**config.mk**
```make
export PLATFORM = sky130hd
export DESIGN_NAME = count_ctrl
export DESIGN_NICKNAME = d
export VERILOG_FILES = /design/src/rtl/count_ctrl_pkg.sv /design/src/rtl/count_ctrl_tick_gen.sv /design/src/rtl/count_ctrl.sv
export SDC_FILE = /design/constraint.sdc
export NUM_CORES = 1
export LEC_CHECK = 0
export ABC_AREA = 1
export BUFFER_PORTS_ARGS = -buffer_cell sky130_fd_sc_hd__buf_4
export CORE_UTILIZATION = 55
export DETAILED_ROUTE_END_ITERATION = 10
export PLACE_DENSITY = 0.75
export SYNTH_ARGS = -nofsm -noshare
export SYNTH_HDL_FRONTEND = slang
export SYNTH_HIERARCHICAL = 1
export SYNTH_SLANG_ARGS = --single-unit
```
**constraint.sdc**
```tcl
create_clock -name clk -period 7.3 [get_ports clk]
set_clock_uncertainty 0.1 [all_clocks]
set_input_delay 2.19 -clock clk [delete_from_list [all_inputs] [get_ports clk]]
set_output_delay 2.19 -clock clk [all_outputs]
set_load 0.01 [all_outputs]
```
**src/rtl/count_ctrl_pkg.sv**
```systemverilog
// Shared definitions for the count_ctrl block: FSM state encoding and helpers.
package count_ctrl_pkg;

    localparam int unsigned STATE_W = 2;

    typedef enum logic [STATE_W-1:0] {
        ST_IDLE   = 2'd0,
        ST_RUN    = 2'd1,
        ST_PAUSED = 2'd2,
        ST_DONE   = 2'd3
    } state_t;

    function automatic logic is_busy(input state_t s);
        return (s == ST_RUN) || (s == ST_PAUSED);
    endfunction

endpackage

```
**src/rtl/count_ctrl_tick_gen.sv**
```systemverilog
// Prescaler: free-running DIV_W-bit counter gated by en; tick on the all-ones cycle.
module tick_gen #(
    parameter int unsigned DIV_W = 22
) (
    input  logic clk,
    input  logic rst,
    input  logic en,
    input  logic clr,
    output logic tick
);

    localparam logic [DIV_W-1:0] ONE = {{(DIV_W-1){1'b0}}, 1'b1};

    logic [DIV_W-1:0] pre_q;
    logic [DIV_W-1:0] pre_d;

    always_comb begin
        pre_d = pre_q;
        if (clr) begin
            pre_d = '0;
        end else if (en) begin
            pre_d = pre_q + ONE;
        end
    end

    always_ff @(posedge clk) begin
        if (!rst) begin
            pre_q <= '0;
        end else begin
            pre_q <= pre_d;
        end
    end

    assign tick = en && !clr && (pre_q == '1);

endmodule

```
**src/rtl/count_ctrl.sv**
```systemverilog
// Prescaled up-counter with start/stop/pause control, one-shot or auto-reload modes.
module count_ctrl
    import count_ctrl_pkg::*;
#(
    parameter int unsigned DIV_W = 22,
    parameter int unsigned CNT_W = 5
) (
    input  logic             clk,
    input  logic             rst,
    input  logic             start,
    input  logic             stop,
    input  logic             pause,
    input  logic             reload,
    input  logic [CNT_W-1:0] limit,
    output logic [CNT_W-1:0] cnt,
    output logic             busy,
    output logic             done,
    output logic [1:0]       state
);

    localparam logic [CNT_W-1:0] CNT_ONE = {{(CNT_W-1){1'b0}}, 1'b1};

    state_t           state_q, state_d;
    logic [CNT_W-1:0] cnt_q, cnt_d;
    logic [CNT_W-1:0] limit_q, limit_d;
    logic             mode_q, mode_d;
    logic             done_q, done_d;

    logic tick;
    logic pre_en;
    logic pre_clr;

    // Prescaler only advances in an undisturbed RUN cycle; stop/start/pause take priority over tick.
    assign pre_en  = (state_q == ST_RUN) && !stop && !start && !pause;
    assign pre_clr = stop || start;

    tick_gen #(
        .DIV_W (DIV_W)
    ) u_tick_gen (
        .clk  (clk),
        .rst  (rst),
        .en   (pre_en),
        .clr  (pre_clr),
        .tick (tick)
    );

    always_comb begin
        state_d = state_q;
        cnt_d   = cnt_q;
        limit_d = limit_q;
        mode_d  = mode_q;
        done_d  = 1'b0;

        if (stop) begin
            state_d = ST_IDLE;
            cnt_d   = '0;
        end else if (start) begin
            state_d = ST_RUN;
            cnt_d   = '0;
            limit_d = limit;
            mode_d  = reload;
        end else begin
            unique case (state_q)
                ST_RUN: begin
                    if (pause) begin
                        state_d = ST_PAUSED;
                    end else if (tick) begin
                        if (cnt_q == limit_q) begin
                            done_d = 1'b1;
                            if (mode_q) begin
                                cnt_d = '0;
                            end else begin
                                state_d = ST_DONE;
                            end
                        end else begin
                            cnt_d = cnt_q + CNT_ONE;
                        end
                    end
                end
                ST_PAUSED: begin
                    if (!pause) begin
                        state_d = ST_RUN;
                    end
                end
                default: ;
            endcase
        end
    end

    always_ff @(posedge clk) begin
        if (!rst) begin
            state_q <= ST_IDLE;
            cnt_q   <= '0;
            limit_q <= '0;
            mode_q  <= 1'b0;
            done_q  <= 1'b0;
        end else begin
            state_q <= state_d;
            cnt_q   <= cnt_d;
            limit_q <= limit_d;
            mode_q  <= mode_d;
            done_q  <= done_d;
        end
    end

    assign cnt   = cnt_q;
    assign busy  = is_busy(state_q);
    assign done  = done_q;
    assign state = state_q;

endmodule
```
==> reports/results.tsv <==
metric	value	unit
reg2reg start	state[1]$_SDFFE_PP0P_	
CP max-delay cell	nor2_1	
adder-cell share of the synthesized area	2.50	%
htree depth	2	
final hold vios	0	
die area	3890	um2
Placed Cells	359	
critical-path cell list	buf_4, inv_1, nand2_1, nor2_1, nand3_2, nor2_2, nand2_1, nor2_2, nand2_1, nor2_1, inv_1, nor2_4, inv_1, nor2_2, nand2_2, xor2_1, nor2_1	
first-pass GRT wire length	7020	um
Worst path max stage delay	690	ps
Arrival @ worst endpoint	4710	ps
CTS Sinks	36	
antenna violations before repair	0	
Crit path required time	7490	ps
share of layout cells above drive strength 1	18.6	%
Seq/Total Area, Yosys	35.9	%
reg2reg end	cnt[2]$_SDFFE_PP0P_	
Distinct cells, synth	31	
post-synthesis cell type with the largest combined area	dfxtp_1	
status	complete, no violations	
diode count	0	
Remaining DRCs	0	
crit path max fanout	11	
final WL	3870	um
Cell Rows	21	
R2R depth	17	
Clock Latency Late Sink	340	ps
critical path endpoint category	register	
post-synth net total	312	
synthesized flop and latch total	36	
via count	1767	
Post-synth ARST share	0	%
FMAX	0.221	GHz
Post-Synth XOR/XNOR Area	1.75	%
PD cells	146	nW/um2
initial cell density of the core	58.7	%
r2r setup slk	4090	ps
count leader, synth	nand2_1	
crit path launch type	input pin	
dpl hpwl	2960	um
Tcrit/Tclk final	62.0	%
Final nets	335	
Hold Crit Class	register to register	
Post-CTS Repair Setup Buffers	0	
maximum VDD drop	0.114	mV
largest net degree at the start of global routing	21	
CTS tree	yes	
synthesis-to-finish area growth	10.9	%
via/cell ratio	4.85	
Hold Buf Count CTS	0	
synth top area cells	dfxtp_1 36%, nand2_1 14%, nor2_1 9.7%, inv_1 6.4%, a21oi_1 4.5%	
die width	62.4	um
RSZ-0062 raised after global routing	no	
final setup fails	0	
PostCTS Resize Cnt	0	
CTS Buf Count	5	
complex-gate fraction of the synthesized area	11.0	%
IO Pins	20	
WL per Instance	10.6	um
Synth top cells by count	73 x nand2_1, 52 x nor2_1, 36 x dfxtp_1	
Synth Area in Simple Gates	40.5	%
clk slew on worst S/H paths	100	ps
first-pass iteration count of the detailed router	4	
final RePlAce weighted congestion	0.825	
Mean Syn Cell Area	6.75	um2
multiplexer share of the synthesized area	0	%
Worst Setup SP	pause	
Synth Flop Type	dfxtp_1	
vias in the first global route	1637	
grt ovf	0	
max cap viols	0	
Cells after Synth	297	
Die H	62.4	um
Detailed Route Iter0 Violations	99	
worst setup path endpoint	cnt[2]$_SDFFE_PP0P_	
final std cells w/o fill	364	
WS Path Type	input pin to register	
core area	3420	um2
Routed Antenna Nets	0	
Final Slew Violations	0	
port bufs	19	
fin crit period	4520	ps
Post-synth EDFFs	0	
Worst Tran Pin Value	861	ps
main combinational cell family by area after synthesis	simple AND/OR/NAND/NOR gates	
Static Leak	0.810	nW
worst relative slew slack	42.4	%
Netlist Area Pre-Place	2010	um2
synth warn	6	
Tot GR Track Use	23.0	%
Synth top area share	35.9	%
Setup TNS	0	ps
fillcell total	350	
Root Buffer	clkbuf_4	
CTS max path bufs	2	
## routing by layer
metal	share of wire, %	vias to the layer above	track usage (%)
met5	0	-	0
met4	1.8	0	10.5
met3	2.5	8	4.93
met2	44	18	35.0
met1	52	771	31.1
li1	-	970	-
## through the flow
step	util [%]	hold WS [ps]	cell area (um2)	setup WS, ps	total power, mW
finish	65.1	370	2220	2780	0.324
global route	65.1	398	2220	2490	0.338
CTS	65.1	376	2220	2760	0.327
detailed placement	64.0	361	2190	2380	0.235
global placement	64.0	356	2190	2460	0.234
floorplan	-	343	2010	3270	0.225
## sequential cells by signal, summed over array words and instances (netlist names)
name,flops
cnt,5
limit_q,5
mode_q,1
state,2
done,1
u_tick_gen/pre_q,22
## report_power, final
| part | switching [mW] | total (mW) | leakage [nW] | internal, mW |
|---|---|---|---|---|
| Sequential | 0.00189 | 0.201 | 0.291 | 0.199 |
| Combinational | 0.0177 | 0.0293 | 0.496 | 0.0116 |
| Clock | 0.0615 | 0.0937 | 0.0230 | 0.0322 |
## cells in the final DEF (no fill, tap or decap), drive strengths merged
| master | instances |
|---|---|
| nand3 | 17 |
| nand4 | 2 |
| nor3 | 3 |
| o21bai | 2 |
| xnor2 | 1 |
| xor2 | 3 |
| buf | 19 |
| and3 | 1 |
| a21oi | 19 |
| nand2 | 80 |
| clkinv | 2 |
| nor2 | 67 |
| ha | 4 |
| a211oi | 1 |
| o21ai | 17 |
| inv | 37 |
| clkbuf | 5 |
| dfxtp | 36 |
| nand3b | 2 |
## worst max-delay path, delay by kind of cell
kind / cells / cell delay, ps
and+or+nand+nor: 12 / 2010
buffers and inverters: 4 / 380
xor gates and xnor gates: 1 / 130
## worst min-delay path by stage
stage / startpoint / slack (ps) / end / depth (start not counted)
3_3_place_gp: limit_q[1]$_SDFFE_PN0P_ / 360 / limit_q[1]$_SDFFE_PN0P_ / 2
4_1_cts: limit_q[1]$_SDFFE_PN0P_ / 380 / limit_q[1]$_SDFFE_PN0P_ / 2
5_1_grt: limit_q[3]$_SDFFE_PN0P_ / 400 / limit_q[3]$_SDFFE_PN0P_ / 2
3_5_place_dp: limit_q[1]$_SDFFE_PN0P_ / 360 / limit_q[1]$_SDFFE_PN0P_ / 2
2_1_floorplan: limit_q[1]$_SDFFE_PN0P_ / 340 / limit_q[1]$_SDFFE_PN0P_ / 2
6_report: limit_q[1]$_SDFFE_PN0P_ / 370 / limit_q[1]$_SDFFE_PN0P_ / 2
## kinds of logic (layout without fill, tap and decap cells)
logic type,count (synthesis),after routing
AOI/OAI and AO/OA,39,39
and+or+nand+nor,172,172
DFF,36,36
adders and majority gates,4,4
buffers and inverters,42,63
xor gates and xnor gates,4,4
## cell type report
cell class	count	area, um2	area share [%]
Timing Repair Buffer	19	143	6.42
Multi-Input combinational cell	219	1120	50.3
Clock buffer	5	37.5	1.69
Sequential cell	36	721	32.4
Inverter	39	146	6.58
Tap cell	46	57.6	2.59
No activity file was read; power rests on OpenSTA's default activity.
